--- src/rtl/m6809_core_wordseq.sv ---
// 16-bit operand sequencer for the 6809 core: moves big-endian words over the
// byte bus around a single ALU evaluation (loads, stores, 16-bit arith, SEX).
//
// state | meaning
// IDLE  | waiting for start; operands captured on accepted start
// RD_HI | reading operand high byte at ea
// RD_LO | reading operand low byte at ea+1
// EXEC  | ALU result valid; strobe cc_we and (if writing back) reg_we
// WR_HI | writing result high byte at ea
// WR_LO | writing result low byte at ea+1
// DONE  | one-cycle done pulse, with err for an undecodable op
module m6809_core_wordseq (
  input  logic        clk,
  input  logic        reset,
  input  logic        start,
  input  logic [3:0]  op,
  input  logic        op6,
  input  logic        page2,
  input  logic        page3,
  input  logic [15:0] ea,
  input  logic [15:0] reg_in,
  output logic        mem_req,
  output logic        mem_we,
  output logic [15:0] mem_addr,
  output logic [7:0]  mem_wdata,
  input  logic [7:0]  mem_rdata,
  input  logic        mem_ack,
  output logic [15:0] alu_in_a,
  output logic [15:0] alu_in_b,
  output logic [3:0]  alu_op,
  output logic        alu_op6,
  output logic        alu_page2,
  output logic        alu_page3,
  input  logic [15:0] alu_out,
  input  logic        alu_c,
  input  logic        alu_z,
  input  logic        alu_n,
  input  logic        alu_v,
  output logic        reg_we,
  output logic [15:0] result,
  output logic        cc_we,
  output logic        busy,
  output logic        done,
  output logic        err
);

  typedef enum logic [2:0] {
    S_IDLE,
    S_RD_HI,
    S_RD_LO,
    S_EXEC,
    S_WR_HI,
    S_WR_LO,
    S_DONE
  } state_e;

  typedef enum logic [2:0] {
    CL_LOAD,
    CL_STORE,
    CL_ARITH,
    CL_SEX,
    CL_ILLEGAL
  } op_class_e;

  function automatic op_class_e decode(input logic [3:0] nib, input logic o6,
                                       input logic p2, input logic p3);
    logic no_page;
    no_page = !p2 && !p3;
    if ((nib == 4'hC && o6 && no_page) || nib == 4'hE)
      return CL_LOAD;
    else if ((nib == 4'hD && o6) || nib == 4'hF)
      return CL_STORE;
    else if (nib == 4'h3 || nib == 4'hC)
      return CL_ARITH;
    else if (nib == 4'hD)
      return CL_SEX;
    return CL_ILLEGAL;
  endfunction

  state_e      state_q, state_d;
  logic [3:0]  op_q;
  logic        op6_q, page2_q, page3_q;
  logic [15:0] ea_q, ea_nxt;
  logic [15:0] a_q, b_q;
  logic [15:0] result_q;
  op_class_e   start_cls, cur_cls;
  logic        wb_en;

  // Flags are latched into CC outside this block; only the strobe lives here.
  logic unused_alu_flags;
  assign unused_alu_flags = ^{alu_c, alu_z, alu_n, alu_v};

  assign start_cls = decode(op, op6, page2, page3);
  assign cur_cls   = decode(op_q, op6_q, page2_q, page3_q);
  assign ea_nxt    = ea_q + 16'd1;

  // Compares (nibble C arith, or nibble 3 on page 2/3) only update CC.
  assign wb_en = (cur_cls == CL_LOAD) || (cur_cls == CL_SEX) ||
                 (cur_cls == CL_ARITH && op_q == 4'h3 && !page2_q && !page3_q);

  assign alu_in_a  = a_q;
  assign alu_in_b  = b_q;
  assign alu_op    = op_q;
  assign alu_op6   = op6_q;
  assign alu_page2 = page2_q;
  assign alu_page3 = page3_q;

  always_ff @(posedge clk) begin
    if (reset) begin
      state_q  <= S_IDLE;
      op_q     <= 4'h0;
      op6_q    <= 1'b0;
      page2_q  <= 1'b0;
      page3_q  <= 1'b0;
      ea_q     <= 16'h0000;
      a_q      <= 16'h0000;
      b_q      <= 16'h0000;
      result_q <= 16'h0000;
    end else begin
      state_q <= state_d;
      if (state_q == S_IDLE && start) begin
        op_q    <= op;
        op6_q   <= op6;
        page2_q <= page2;
        page3_q <= page3;
        ea_q    <= ea;
        a_q     <= reg_in;
        b_q     <= 16'h0000;
      end
      if (state_q == S_RD_HI && mem_ack)
        b_q[15:8] <= mem_rdata;
      if (state_q == S_RD_LO && mem_ack)
        b_q[7:0] <= mem_rdata;
      if (state_q == S_EXEC)
        result_q <= alu_out;
    end
  end

  always_comb begin
    state_d   = state_q;
    mem_req   = 1'b0;
    mem_we    = 1'b0;
    mem_addr  = 16'h0000;
    mem_wdata = 8'h00;
    reg_we    = 1'b0;
    cc_we     = 1'b0;
    done      = 1'b0;
    err       = 1'b0;
    busy      = (state_q != S_IDLE);
    // During EXEC the live ALU output accompanies reg_we; afterwards it is held.
    result    = (state_q == S_EXEC) ? alu_out : result_q;

    case (state_q)
      S_IDLE: begin
        if (start) begin
          case (start_cls)
            CL_LOAD, CL_ARITH: state_d = S_RD_HI;
            CL_STORE, CL_SEX:  state_d = S_EXEC;
            default:           state_d = S_DONE;
          endcase
        end
      end
      S_RD_HI: begin
        mem_req  = 1'b1;
        mem_addr = ea_q;
        if (mem_ack)
          state_d = S_RD_LO;
      end
      S_RD_LO: begin
        mem_req  = 1'b1;
        mem_addr = ea_nxt;
        if (mem_ack)
          state_d = S_EXEC;
      end
      S_EXEC: begin
        cc_we   = 1'b1;
        reg_we  = wb_en;
        state_d = (cur_cls == CL_STORE) ? S_WR_HI : S_DONE;
      end
      S_WR_HI: begin
        mem_req   = 1'b1;
        mem_we    = 1'b1;
        mem_addr  = ea_q;
        mem_wdata = result_q[15:8];
        if (mem_ack)
          state_d = S_WR_LO;
      end
      S_WR_LO: begin
        mem_req   = 1'b1;
        mem_we    = 1'b1;
        mem_addr  = ea_nxt;
        mem_wdata = result_q[7:0];
        if (mem_ack)
          state_d = S_DONE;
      end
      S_DONE: begin
        done    = 1'b1;
        err     = (cur_cls == CL_ILLEGAL);
        state_d = S_IDLE;
      end
      default: state_d = S_IDLE;
    endcase
  end

endmodule
--- config.mk ---
export PLATFORM = sky130hd
export DESIGN_NAME = m6809_core_wordseq
export DESIGN_NICKNAME = d
export VERILOG_FILES = /design/src/rtl/m6809_core_wordseq.sv
export SDC_FILE = /design/constraint.sdc
export NUM_CORES = 1
export LEC_CHECK = 0
export ABC_AREA = 1
export ABC_CLOCK_PERIOD_IN_PS = 2400
export CORE_UTILIZATION = 35
export DETAILED_ROUTE_END_ITERATION = 7
export MAX_ROUTING_LAYER = met4
export PLACE_DENSITY = 0.72
export SYNTH_ARGS = -nofsm -noshare
export SYNTH_HDL_FRONTEND = slang
export SYNTH_SLANG_ARGS = --single-unit
--- constraint.sdc ---
create_clock -name clk -period 2.4 [get_ports clk]
set_clock_uncertainty 0.2 [all_clocks]
set_input_delay 0.72 -clock clk [delete_from_list [all_inputs] [get_ports clk]]
set_output_delay 0.72 -clock clk [all_outputs]
set_load 0.05 [all_outputs]
==> reports/results.tsv, run 1 <==
metric	value	unit
internal power	3.935	mW
# rows	36	
Hold WS	0.2635	ns
wirelength, routed	15.86	mm
share of cells above drive strength 1	0.4437	
Die Span Y	104.2	um
Compound-Gate Fraction of Synth Area	0.1746	
Bufs on Longest Clock Path	2	
switching power	3.603	mW
Routability Congestion	0.8839	
power share of the clock group	0.123	
Initial Util	0.3671	
Slew @ Worst Pin	0.6191	ns
WP data required	1.48	ns
Clock Root Buffer	clkbuf_8	
MaxCap Viol Count	0	
commonest non-fill, non-tap cell in the layout	buf_4	
Synth Area in XOR/XNOR	0.009586	
Clock Sinks	74	
failing checks	negative setup slack	
Critical Path Fanout Max	4	
nets@finish	833	
gr ovfl total	0	
Final Hold Fails	0	
GRT Total Usage	0.2698	
vias in the first global route	4723	
hold crit path type	flop to flop	
DR WL/cell	17.68	um
Tmin final	2.696	ns
worst-skew pair later-pin latency	0.35	ns
drt first-iter violations	245	
P&R area growth vs syn	101.2	%
htree depth	3	
Critical Path Max Stage Delay	0.37	ns
WS Path Type	flop to output pin	
post-synthesis mux area share	0	
worst relative slew slack	0.5872	
largest net degree at the start of global routing	55	
YS warnings	0	
Startpoint Class	flop	
Syn Inst Count	537	
sw frac	0.4780	
antenna-violating nets left	0	
power per cell area	1025	mW/mm2
adder-cell area share of the yosys netlist	0.003423	
combinational power share	0.643	
Yosys reg bits	74	
RSZ-0062 raised after global routing	yes	
status	finished with violations	
dpl hpwl	8.737	mm
Unique masters post-synth	27	
die area	0.01085	mm2
CTS buffer count	9	
worst reg2reg startpoint	state_q[1]	
dpl cells	840	
endpoints failing setup	43	
fmax	0.3709	GHz
Core Area	0.009955	mm2
clock-pin slew on the worst setup and hold paths	0.07	ns
antenna fix cells	0	
Min-Delay Path Depth	2	
Seq/Total Area, Yosys	0.4053	
Max stage delay cell, worst path	dfxtp_4	
buffer and inverter count on the worst path	1	
Mapped Area	0.003655	mm2
VDD IR max	0.5741	mV
hold endpoint	alu_in_a[7]	
kind of cell adding the most delay to the critical path	simple AND/OR/NAND/NOR gates	
period utilization	1.123	
Port Buf Inserts	152	
R2R Path End	alu_in_b[8]	
first-pass GRT wire length	22.73	mm
via/cell ratio	5.229	
DRC viols	0	
Worst setup EP type	output pin	
die width	104.2	um
synthesized area per cell	6.806	um2
largest family of logic cells by synthesized area	simple AND/OR/NAND/NOR gates	
Detailed Routing Iterations Pass 1	5	
HP Start	alu_in_a[7]	
initial antenna violation count	0	
Post-Synth Simple-Gate Area	0.2783	
# IOs	157	
final setup margin	-0.2962	ns
Layout Cells excl Fill	897	
R2R setup slack	0.06	ns
CP Cell Sequence	ha_4 > nand2_4 > nor2_4 > nand2_4 > nor2_4 > nand2_1 > nand2_1 > nand3_2 > o21ai_2 > buf_12	
data arrival time of the worst path	1.78	ns
sequential power share	0.234	
pins over their slew limit	0	
commonest cells after routing, fill and taps aside	93 x buf_4, 65 x clkdlybuf4s50_1, 61 x nand2_1	
R2R cell count	15	
Mapped Nets	609	
via count	4690	
Leak	3.123	nW
CTS tree	done	
metal layers:
layer  part of all wire  track usage  vias up
met5                  0            -        -
met4              0.031       0.1051        0
met3              0.071      0.06955       46
met2               0.54       0.4900      220
met1               0.36       0.2769     2221
li1                   -            -     2203
power by group through the flow:
| stage | Clock, mW | Sequential [mW] | Combinational, mW |
|---|---|---|---|
| final | 0.928 | 1.77 | 4.84 |
| after global routing | 0.991 | 1.79 | 5.07 |
| after CTS | 0.928 | 1.72 | 4.37 |
| after detailed placement | 0 | 1.70 | 3.65 |
| after global placement | 0 | 1.69 | 3.60 |
| after floorplan | 0 | 2.06 | 1.83 |
cells by family (layout without fill, tap and decap cells):
| family | count (synthesis) | in the layout |
|---|---|---|
| compound gates | 124 | 124 |
| buf+inv | 106 | 333 |
| flops | 74 | 74 |
| simple gates | 228 | 228 |
| xor+xnor | 4 | 4 |
| fa+ha+maj | 1 | 1 |
worst max-delay path by stage:
stage | slack [ns] | cells past startpoint | to | from
2_1_floorplan | -0.30 | 7 | mem_addr[3] | state_q[1]
3_3_place_gp | -0.20 | 4 | result[15] | alu_out[15]
3_5_place_dp | -0.24 | 4 | result[15] | alu_out[15]
4_1_cts | -0.30 | 10 | mem_addr[11] | ea_q[1]
5_1_grt | -0.42 | 10 | mem_addr[14] | ea_q[0]
6_report | -0.30 | 10 | mem_addr[14] | ea_q[1]
sequential cells by signal (all words and copies together), names as in the netlist:
name	flops
alu_in_b	16
alu_in_a	16
alu_op6	1
ea_q	16
alu_page3	1
result_q	16
alu_page2	1
alu_op	4
state_q	3
worst register-to-register path, delay by kind of cell, from the launching register on:
kind / cells / cell delay, ns
buf+inv: 10 / 1.22
flops: 1 / 0.41
simple gates: 4 / 0.31
compound gates: 1 / 0.15
repair_timing:
action	4_1_cts	5_1_grt
setup endpoints to repair	54	51
hold endpoints to repair	0	0
setup buffers	29	20
gates cloned	5	0
hold buffers	0	0
gates resized for setup	193	103
pin swaps	20	28
cell type report:
class,instances,area [um2]
clock inverter,4,45.04
clock buffer,10,127.6
tap,133,166.4
sequential,74,1514
fill,667,2600
multi-input combinational,357,2562
timing repair buffer,241,2635
inverter,78,304.0
cells in the mapped netlist:
| master | count | area [um2] |
|---|---|---|
| nor3_1 | 7 | 35.03 |
| buf_6 | 6 | 67.56 |
| clkbuf_1 | 11 | 41.29 |
| ha_1 | 1 | 12.51 |
| nand3_1 | 69 | 345.3 |
| o21ai_0 | 42 | 210.2 |
| nor2_1 | 43 | 161.4 |
| nand2_4 | 3 | 33.78 |
| inv_1 | 71 | 266.5 |
| nand4_1 | 4 | 25.02 |
| nand2_1 | 93 | 349.1 |
| nor4_1 | 1 | 6.260 |
| nor2_2 | 2 | 12.51 |
| buf_4 | 2 | 15.01 |
| inv_2 | 7 | 26.28 |
| clkbuf_2 | 1 | 5.000 |
| a21oi_1 | 58 | 290.3 |
| dfxtp_1 | 74 | 1481 |
| xor2_1 | 4 | 35.03 |
| nand3_2 | 3 | 30.03 |
| buf_8 | 1 | 15.01 |
| o22ai_1 | 14 | 87.58 |
| buf_2 | 6 | 30.03 |
| or2_2 | 1 | 6.260 |
| o21ai_1 | 10 | 50.05 |
| nand2_2 | 2 | 12.51 |
| buf_1 | 1 | 3.750 |
through the flow:
stage	total power [mW]	area (um2)	utilization	setup slack, ns	setup TNS [ns]
3_5_place_dp	5.349	5802	0.5828	-0.2390	-2.486
3_3_place_gp	5.286	5802	0.5828	-0.2024	-2.146
6_report	7.538	7355	0.7388	-0.2962	-9.383
2_1_floorplan	3.888	3691	-	-0.2996	-4.617
4_1_cts	7.020	6908	0.6939	-0.2984	-8.873
5_1_grt	7.851	7355	0.7388	-0.4244	-11.90
Power figures use the tool's default switching activity.
==> run 2: changes to the inputs <==
- ABC_CLOCK_PERIOD_IN_PS: 2400 -> default
==> results of run 2 <==
The final DEF is identical to that of run 1; final timing and power are the same.
